### src/rtl/freq_hop_pkg.sv
// freq_hop_pkg
//   Shared types and constants for the frequency-hop scheduler slice.
//   - state_e    : scheduler FSM states (IDLE, CLR, RUN)
//   - PHASE_W    : width of the datapath phase-increment word
//   - IDLE_PHASE : phase presented while idle (puts the datapath in passthrough)
//   - idx_width(): table index width derived from the table depth
package freq_hop_pkg;

  typedef enum logic [1:0] {
    IDLE = 2'd0,
    CLR  = 2'd1,
    RUN  = 2'd2
  } state_e;

  localparam int PHASE_W = 16;
  localparam logic [PHASE_W-1:0] IDLE_PHASE = 16'h0000;

  localparam int DEFAULT_DEPTH = 8;

  // A depth of 1 would give a zero-width index, so clamp to one bit.
  function automatic int idx_width(input int depth);
    return (depth > 1) ? $clog2(depth) : 1;
  endfunction

endpackage

### src/rtl/freq_hop_table.sv
// freq_hop_table
//   Register file holding the (phase increment, dwell) hop entries.
//   Ports:
//     clk, areset_n        : clock, async active-low reset (clears every entry)
//     we_i, waddr_i        : write strobe and index (gating is done by the caller)
//     wphase_i, wdwell_i   : data written into the addressed entry
//     cur_idx_i/cur_phase_o: combinational read of the active entry's phase
//     nxt_idx_i/nxt_phase_o/nxt_dwell_o : combinational read of the entry about to load
module freq_hop_table
  import freq_hop_pkg::*;
#(
  parameter int DEPTH   = DEFAULT_DEPTH,
  parameter int DWELL_W = 32,
  localparam int IDX_W  = idx_width(DEPTH)
) (
  input  logic               clk,
  input  logic               areset_n,
  input  logic               we_i,
  input  logic [IDX_W-1:0]   waddr_i,
  input  logic [PHASE_W-1:0] wphase_i,
  input  logic [DWELL_W-1:0] wdwell_i,
  input  logic [IDX_W-1:0]   cur_idx_i,
  output logic [PHASE_W-1:0] cur_phase_o,
  input  logic [IDX_W-1:0]   nxt_idx_i,
  output logic [PHASE_W-1:0] nxt_phase_o,
  output logic [DWELL_W-1:0] nxt_dwell_o
);

  logic [PHASE_W-1:0] phase_q [DEPTH];
  logic [DWELL_W-1:0] dwell_q [DEPTH];

  always_ff @(posedge clk or negedge areset_n) begin
    if (!areset_n) begin
      for (int i = 0; i < DEPTH; i++) begin
        phase_q[i] <= '0;
        dwell_q[i] <= '0;
      end
    end else if (we_i) begin
      phase_q[waddr_i] <= wphase_i;
      dwell_q[waddr_i] <= wdwell_i;
    end
  end

  assign cur_phase_o = phase_q[cur_idx_i];
  assign nxt_phase_o = phase_q[nxt_idx_i];
  assign nxt_dwell_o = dwell_q[nxt_idx_i];

endmodule

### src/rtl/freq_hop_sched.sv
// freq_hop_sched
//   Steps the frequency-offset datapath through a programmable table of
//   (phase increment, dwell) entries. Each run starts with a CLR_CYCLES-long
//   reset pulse to the datapath, then presents each entry's phase for its
//   dwell, counted in accepted samples (tick). While idle the datapath sees
//   phase 0 with valid high, i.e. passthrough.
//   Ports:
//     clk, areset_n              : clock, async active-low reset
//     cfg_we/addr/phase/dwell    : table write port, honoured only in IDLE
//     cfg_last, cfg_loop         : last entry index and wrap mode, latched on start
//     start, stop, tick          : run control and accepted-sample strobe
//     dp_areset_n                : reset to the datapath (low only in CLR)
//     phase, phase_valid         : phase-increment interface to the datapath
//     busy, hop_idx              : run status and active entry index
//     hop_strobe, done, cfg_err  : one-cycle event pulses
module freq_hop_sched
  import freq_hop_pkg::*;
#(
  parameter int DEPTH      = DEFAULT_DEPTH,
  parameter int DWELL_W    = 32,
  parameter int CLR_CYCLES = 2,
  localparam int IDX_W     = idx_width(DEPTH)
) (
  input  logic               clk,
  input  logic               areset_n,
  input  logic               cfg_we,
  input  logic [IDX_W-1:0]   cfg_addr,
  input  logic [PHASE_W-1:0] cfg_phase,
  input  logic [DWELL_W-1:0] cfg_dwell,
  input  logic [IDX_W-1:0]   cfg_last,
  input  logic               cfg_loop,
  input  logic               start,
  input  logic               stop,
  input  logic               tick,
  output logic               dp_areset_n,
  output logic [PHASE_W-1:0] phase,
  output logic               phase_valid,
  output logic               busy,
  output logic [IDX_W-1:0]   hop_idx,
  output logic               hop_strobe,
  output logic               done,
  output logic               cfg_err
);

  localparam int CNT_W = $clog2(CLR_CYCLES + 1);

  state_e             state_q;
  logic [CNT_W-1:0]   clr_cnt_q;
  logic [DWELL_W-1:0] dwell_cnt_q;
  logic [IDX_W-1:0]   hop_idx_q;
  logic [IDX_W-1:0]   last_q;
  logic               loop_q;
  logic               dp_areset_n_q;
  logic [PHASE_W-1:0] phase_q;
  logic               phase_valid_q;
  logic               busy_q;
  logic               hop_strobe_q;
  logic               done_q;
  logic               cfg_err_q;

  logic               tbl_we;
  logic               at_last;
  logic [IDX_W-1:0]   nxt_idx_d;
  logic [PHASE_W-1:0] cur_phase;
  logic [PHASE_W-1:0] nxt_phase;
  logic [DWELL_W-1:0] nxt_dwell;
  logic [DWELL_W-1:0] nxt_dwell_d;

  assign tbl_we  = cfg_we && (state_q == IDLE);
  assign at_last = (hop_idx_q == last_q);

  // The "next" read port always points at the entry that would load on the
  // following hop. Outside RUN that is entry 0, which is what CLR loads.
  assign nxt_idx_d = ((state_q == RUN) && !at_last) ? hop_idx_q + IDX_W'(1) : '0;

  // A programmed dwell of 0 behaves as a dwell of 1 sample.
  assign nxt_dwell_d = (nxt_dwell == '0) ? DWELL_W'(1) : nxt_dwell;

  freq_hop_table #(
    .DEPTH   (DEPTH),
    .DWELL_W (DWELL_W)
  ) u_table (
    .clk         (clk),
    .areset_n    (areset_n),
    .we_i        (tbl_we),
    .waddr_i     (cfg_addr),
    .wphase_i    (cfg_phase),
    .wdwell_i    (cfg_dwell),
    .cur_idx_i   (hop_idx_q),
    .cur_phase_o (cur_phase),
    .nxt_idx_i   (nxt_idx_d),
    .nxt_phase_o (nxt_phase),
    .nxt_dwell_o (nxt_dwell)
  );

  // Scheduler FSM with registered outputs. On reset dp_areset_n is driven
  // high so the datapath never sees a spurious reset pulse from us.
  always_ff @(posedge clk or negedge areset_n) begin
    if (!areset_n) begin
      state_q       <= IDLE;
      clr_cnt_q     <= '0;
      dwell_cnt_q   <= '0;
      hop_idx_q     <= '0;
      last_q        <= '0;
      loop_q        <= 1'b0;
      dp_areset_n_q <= 1'b1;
      phase_q       <= IDLE_PHASE;
      phase_valid_q <= 1'b1;
      busy_q        <= 1'b0;
      hop_strobe_q  <= 1'b0;
      done_q        <= 1'b0;
      cfg_err_q     <= 1'b0;
    end else begin
      hop_strobe_q <= 1'b0;
      done_q       <= 1'b0;
      cfg_err_q    <= cfg_we && (state_q != IDLE);

      if (stop && (state_q != IDLE)) begin
        // Abort: back to passthrough with no done pulse.
        state_q       <= IDLE;
        hop_idx_q     <= '0;
        dp_areset_n_q <= 1'b1;
        phase_q       <= IDLE_PHASE;
        phase_valid_q <= 1'b1;
        busy_q        <= 1'b0;
      end else begin
        case (state_q)
          IDLE: begin
            // start together with stop is ignored (stop has priority).
            if (start && !stop) begin
              state_q       <= CLR;
              clr_cnt_q     <= CNT_W'(CLR_CYCLES);
              last_q        <= cfg_last;
              loop_q        <= cfg_loop;
              dp_areset_n_q <= 1'b0;
              phase_q       <= IDLE_PHASE;
              phase_valid_q <= 1'b0;
              busy_q        <= 1'b1;
            end
          end

          CLR: begin
            // Leaving on the count-to-zero edge keeps the pulse exactly
            // CLR_CYCLES cycles long.
            if (clr_cnt_q == CNT_W'(1)) begin
              state_q       <= RUN;
              clr_cnt_q     <= '0;
              hop_idx_q     <= '0;
              dwell_cnt_q   <= nxt_dwell_d;
              phase_q       <= nxt_phase;
              dp_areset_n_q <= 1'b1;
              phase_valid_q <= 1'b1;
              hop_strobe_q  <= 1'b1;
            end else begin
              clr_cnt_q <= clr_cnt_q - CNT_W'(1);
            end
          end

          RUN: begin
            phase_q <= cur_phase;
            if (tick) begin
              if (dwell_cnt_q == DWELL_W'(1)) begin
                if (!at_last || loop_q) begin
                  // Next entry loads in the same cycle, so phase has no gap.
                  hop_idx_q    <= nxt_idx_d;
                  dwell_cnt_q  <= nxt_dwell_d;
                  phase_q      <= nxt_phase;
                  hop_strobe_q <= 1'b1;
                end else begin
                  state_q       <= IDLE;
                  hop_idx_q     <= '0;
                  phase_q       <= IDLE_PHASE;
                  phase_valid_q <= 1'b1;
                  busy_q        <= 1'b0;
                  done_q        <= 1'b1;
                end
              end else begin
                dwell_cnt_q <= dwell_cnt_q - DWELL_W'(1);
              end
            end
          end

          default: begin
            state_q       <= IDLE;
            dp_areset_n_q <= 1'b1;
            phase_q       <= IDLE_PHASE;
            phase_valid_q <= 1'b1;
            busy_q        <= 1'b0;
          end
        endcase
      end
    end
  end

  assign dp_areset_n = dp_areset_n_q;
  assign phase       = phase_q;
  assign phase_valid = phase_valid_q;
  assign busy        = busy_q;
  assign hop_idx     = hop_idx_q;
  assign hop_strobe  = hop_strobe_q;
  assign done        = done_q;
  assign cfg_err     = cfg_err_q;

endmodule

### config.mk
export PLATFORM = sky130hd
export DESIGN_NAME = freq_hop_sched
export DESIGN_NICKNAME = d
export VERILOG_FILES = /design/src/rtl/freq_hop_pkg.sv /design/src/rtl/freq_hop_table.sv /design/src/rtl/freq_hop_sched.sv
export SDC_FILE = /design/constraint.sdc
export NUM_CORES = 1
export LEC_CHECK = 0
export BUFFER_PORTS_ARGS = -buffer_cell sky130_fd_sc_hd__buf_2
export CAP_MARGIN = 40
export CORE_MARGIN = 3
export CORE_UTILIZATION = 45
export DETAILED_ROUTE_END_ITERATION = 8
export SLEW_MARGIN = 30
export SYNTH_ARGS = -nofsm -noshare
export SYNTH_HDL_FRONTEND = slang
export SYNTH_SLANG_ARGS = --single-unit
### constraint.sdc
create_clock -name clk -period 3.9 [get_ports clk]
set_input_delay 0.195 -clock clk [delete_from_list [all_inputs] [get_ports clk]]
set_output_delay 0.195 -clock clk [all_outputs]
set_load 0.02 [all_outputs]
# Word-level counts from Yosys, hierarchy flattened
# Index checks and enable logic that the tools add are counted.
[totals]
reg_bits = 449
in_bits = 61
out_inout_bits = 25
elab_cells = 150
[op_classes]
addsub = 3
magnitude_cmp = 4
n_eq_ne = 16
n_mux = 71
n_bitwise = 4
reduce_logical = 23
[ops]
columns = ["op", "count"]
rows = [
  ["$bwmux W256", 1],
  ["$mux W32", 8],
  ["$mux W16", 11],
  ["$bwmux W128", 1],
  ["$bmux W16 S3", 2],
  ["$bmux W32 S3", 1],
  ["$demux W32 S3", 1],
  ["$pmux W32 S2", 1],
  ["$demux W16 S3", 1],
  ["$pmux W16 S3", 1],
  ["$eq A32 B1 Y1 const B", 1],
  ["$logic_not A32 Y1", 1],
  ["$sub A32 B1 Y32 const B", 1],
  ["$mux W1", 22],
  ["$mux W3", 6],
  ["$mux W2", 8],
  ["$reduce_and A5 Y1", 3],
  ["$ge A4 B4 Y1 const B", 3],
  ["$not A3 Y4", 3],
  ["$pmux W1 S3", 3],
  ["$reduce_and A3 Y1", 3],
  ["$logic_and A1 B1 Y1", 6],
  ["$ne A2 B2 Y1 const B", 3],
  ["$ne A3 B1 Y1 const B", 2],
  ["other kinds (21)", 28],
]

# Logic depth before layout (Yosys ltp)
[depth]
word_depth = 14
ltp_mapped = 13
ltp_nobuf = 10

# Hierarchy
# A second synthesis with hierarchy kept.
[unflattened]
hier_cells = 1518
area_unflattened_um2 = 22245.1
[by_module_without_submodules]
columns = ["module", "n_inst", "cells_per_inst", "area_each_um2", "seq_area_each_um2"]
rows = [
  ["freq_hop_table", 1, 1044, 18250.0, 9609.2],
  ["freq_hop_sched", 1, 474, 3995.1, 1629.1],
]

# Least setup slack after synthesis
# Ideal clock, no wire load.
[synth_path]
path_type = "reg-to-reg"
from = "reg hop_idx_q[0] (netlist: hop_idx[0])"
to = "reg dwell_cnt_q[0]"
setup_ps = 92
arrival_ps = 3276
required_ps = 3808
slack_ps = 532
stages_incl_launch_ff = 14
n_path_buf = 4
synth_period_minus_slack_ps = 3368
path_cell_list = "dfrtp_1 > ha_1 > buf_2 > buf_2 > buf_2 > buf_1 > mux2i_1 > nor2_1 > o311a_1 > a221oi_1 > nand4b_1 > nor4_1 > a41oi_1 > o31ai_2"
[synth_via]
elab_chain_len = 14
word_cells_on_any_way = 19
cone_classes = "1 x add/sub; 2 x eq/ne; 10 x mux; 1 x bitwise; 5 x reduce/logical"
[synth_lines]
columns = ["item", "line", "rtl"]
rows = [
  ["from (decl)", "freq_hop_sched.sv:50", "logic [IDX_W-1:0] hop_idx_q;"],
  ["from (signal assigned)", "freq_hop_sched.sv:165", "hop_idx_q <= nxt_idx_d;"],
  ["parallel branches: the longest is 14 deep, another holds $add A3 B1 Y3", "n/a", ""],
  ["to (signal assigned)", "freq_hop_sched.sv:149", "dwell_cnt_q <= nxt_dwell_d;"],
  ["to (signal assigned)", "freq_hop_sched.sv:166", "dwell_cnt_q <= nxt_dwell_d;"],
  ["to (signal assigned)", "freq_hop_sched.sv:178", "dwell_cnt_q <= dwell_cnt_q - DWELL_W'(1);"],
  ["to (decl)", "freq_hop_sched.sv:49", "logic [DWELL_W-1:0] dwell_cnt_q;"],
]
# Parallel ways; which one is timed is not known. The select of a mux whose other input is x is not followed.
# A chain may end at the register's enable or synchronous reset.

# Final worst setup path
# Same ends and word-level chain as after synthesis.

==> impl_metrics.yaml <==
run_status:
  status: "finished, final reports clean"
setup_path:
  worstPathArrival_ns: 4.27
  reg2reg_depth: 11
  start_kind: "register"
  worst-path-max-fanout: 13
  endpoint_kind: "register"
  critPathKind: "reg -> reg"
  required_ns: 4.40
sta:
  fin_ws_ns: 0.1376
  finalHoldViolCount: 0
  tightest_slew_ns: 0.8012
  relSlewSlack: 0.4639
  rsz0062_at_grt: "no"
  fmax_mhz: 265.8
  fin_tns_setup_ns: 0
  setup_viol: 0
  period_minus_slack_ns: 3.762
  skew_ns: 0.02466
  fin_crit_sh: 0.9647
  slew_viol_final: 0
pwr:
  internal_power_mw: 13.63
  switching_power_mw: 7.256
  seqPwrFrac: 0.407
  power.ir.vdd_worst_mv: 0.3881
  switching_share: 0.3475
  p_leak_nw: 10.70
  clockPowerShare: 0.226
  p_per_area_nw_per_um2: 809.1
  pwr-share-comb: 0.368
die:
  die_area_um2: 51550
  row_count: 80
  start_util: 0.4577
  die_height_um: 227.1
  pin_count: 86
  dieWidth_um: 227.1
  core-area_um2: 48050
yosys:
  synth-edff-count: 0
  yosysTopAreaCell: "dfrtp_1"
  synthFlopType: "dfrtp_1"
  syn_inst: 1798
  yosysSeqAreaShare: 0.5111
  yosys_warnings: 0
  syn-num-nets: 1866
  avgSynthCellArea_um2: 12.23
  async_flop_share: 1.000
  synth.top_cells.by_area: "dfrtp_1, mux2_2, mux4_2"
  ys_seq_elements: 449
  synth_cell_type_count: 68
  netlist_area_um2: 21990
  synth_top_area_frac: 0.5087
final_layout:
  drive_above_1_share: 0.3635
  fin_cells: 2587
  nets: 2000
  final_core_util: 0.5372
  areaGrowthSynthToFinish_pct: 17.37
  stdcell_area_um2: 25810
place:
  gp_congestion: 0.8717
  dp_hpwl_mm: 39.22
  place_area_um2: 23570
  port_buffers: 85
  dp_cells: 2439
  preCtsSetupSlack_ns: 0.1775
grt:
  grt_overflow: 0
  grtUsageTotal: 0.2492
  grt_pass1_wl_mm: 99.12
  antenna_found_initial: 3
  grt_pass1_vias: 16425
  grt_max_degree: 104
clock_tree:
  tritoncts: "built"
  root_buffer: "clkbuf_16"
  cts_resized: 0
  h-tree-depth: 2
  clk_path_buf_depth: 3
  numCtsBuffers: 49
  clk_pin_slew_ns: 0.06
  clk_latency_ns: 0.59
  cts_sinks: 449
  post-cts-setup-buffers: 0
drt:
  wl_mm: 63.59
  first_iter_violations: 1560
  wl_per_cell_um: 24.58
  drtAntennaViolNets: 0
  route.detailed.drc: 0
  dr.pass1.iters: 5
  vias_per_cell: 6.177
  vias: 15981
min_path:
  min_path_type: "in -> reg"
  hold_depth: 2
flow_run:
  maxCapViolCount: 0
==> power by group through the flow <==
stage | logic (mW) | registers [mW] | clock network, mW
finish | 7.68 | 8.49 | 4.71
global route | 8.36 | 8.77 | 4.99
CTS | 7.67 | 8.45 | 4.81
global placement | 7.39 | 8.42 | 0
floorplan | 5.47 | 8.11 | 0
detailed placement | 7.60 | 8.50 | 0
==> flip-flops by register name, summed over array words and instances, names as in the netlist, 2 cells and up <==
register	cells
last_q	3
clr_cnt_q	2
state_q	2
phase	16
hop_idx	3
dwell_cnt_q	32
u_table.phase_q	128
u_table.dwell_q	256
==> cells in the mapped netlist (7+ instances only) <==
library cell  count
nand3_1          52
buf_1            15
dfrtp_1         447
buf_2            15
and3_1           12
o22ai_1          31
clkbuf_1         99
a221oi_1         43
o2bb2ai_1        11
nor3_1           37
mux4_2           33
inv_1            13
a31oi_1          20
a22o_1           26
o21ai_0          61
a221o_1          22
nand2_1         122
nor2_1           73
nand2b_1          8
a22oi_1          12
mux2i_1          49
a21oi_1          53
mux2_2          416
ha_1              7
or3_1             8
a211oi_1          8
==> what timing repair did <==
item / 4_1_cts / 5_1_grt
hold buffers: 54 / 0
endpoints found under the hold margin: 474 / 0
endpoints found under the setup margin: 0 / 0
==> kinds of logic (layout without fill, tap and decap cells) <==
| family | after synthesis | count (layout) | synth area share |
|---|---|---|---|
| and+or+nand+nor | 347 | 347 | 0.07266 |
| muxes | 498 | 498 | 0.2691 |
| AOI/OAI and AO/OA | 345 | 345 | 0.1135 |
| xor gates and xnor gates | 8 | 8 | 0.003870 |
| other | 0 | 2 | 0 |
| DFF | 449 | 449 | 0.5111 |
| adders and majority gates | 7 | 7 | 0.003983 |
| buffers and inverters | 144 | 316 | 0.02578 |
==> area by class of cell <==
class	count	area, µm²
Timing Repair Buffer	213	1783
Clock buffer	72	1454
Multi-Input combinational cell	1205	10320
Antenna cell	2	5.005
Tap cell	615	769.5
Clock inverter	17	181.4
Fill cell	4129	22240
Sequential cell	449	11240
Inverter	14	52.55
==> critical path, stage by stage (launching register included) <==
cell and delay (ns):
dfrtp_4 0.49, ha_2 0.60, buf_4 0.31, mux2_2 0.36, a221o_1 0.29, o311a_1 0.13, a221o_1 0.28, or4_1 0.48
nor4_1 0.25, buf_4 0.16, a41oi_1 0.12, o31ai_2 0.20
==> stage by stage <==
| stage | total power, mW | hold WS (ns) |
|---|---|---|
| finish | 20.88 | 0.07881 |
| global route | 22.12 | 0.06538 |
| CTS | 20.93 | 0.03788 |
| detailed placement | 16.10 | 0.3048 |
| global placement | 15.81 | 0.3204 |
| floorplan | 13.58 | -0.1006 |
==> path summary, 6_finish.rpt <==
path                                                 startpoint                              end  slack [ns]
worst max-delay path                     hop_idx[0]$_DFFE_PN0P_       dwell_cnt_q[0]$_DFFE_PN0P_        0.14
worst min-delay path                               cfg_dwell[8]  u_table.dwell_q[72]$_DFFE_PN0P_        0.08
worst max register to register           hop_idx[0]$_DFFE_PN0P_       dwell_cnt_q[0]$_DFFE_PN0P_        0.14
worst min register to register  u_table.dwell_q[83]$_DFFE_PN0P_  u_table.dwell_q[83]$_DFFE_PN0P_        0.50
max in group asynchronous                              areset_n      dwell_cnt_q[11]$_DFFE_PN0P_        2.60
min in group asynchronous                              areset_n       dwell_cnt_q[4]$_DFFE_PN0P_        0.10
==> placed cells by master (no fill, tap or decap), types with 49 or more instances in the layout <==
master         synthesis  layout
clkbuf_16              0      50
nand2_1              122     122
buf_4                  0      53
mux2i_1               49      49
mux2_2               416     416
o21ai_0               61      61
dlygate4sd3_1          0      54
buf_2                 15      84
nand3_1               52      52
dfrtp_1              447     445
a21oi_1               53      51
nor2_1                73      71
==> per-layer routing <==
metal | vias to the layer above | track usage | routed length (µm)
met5 | - | 0 | 13
met4 | 2 | 0.07389 | 1586
met3 | 118 | 0.02914 | 3172
met2 | 499 | 0.3933 | 29370
met1 | 8332 | 0.3649 | 29450
li1 | 7030 | - | -
(Power assumes the default switching activity.)
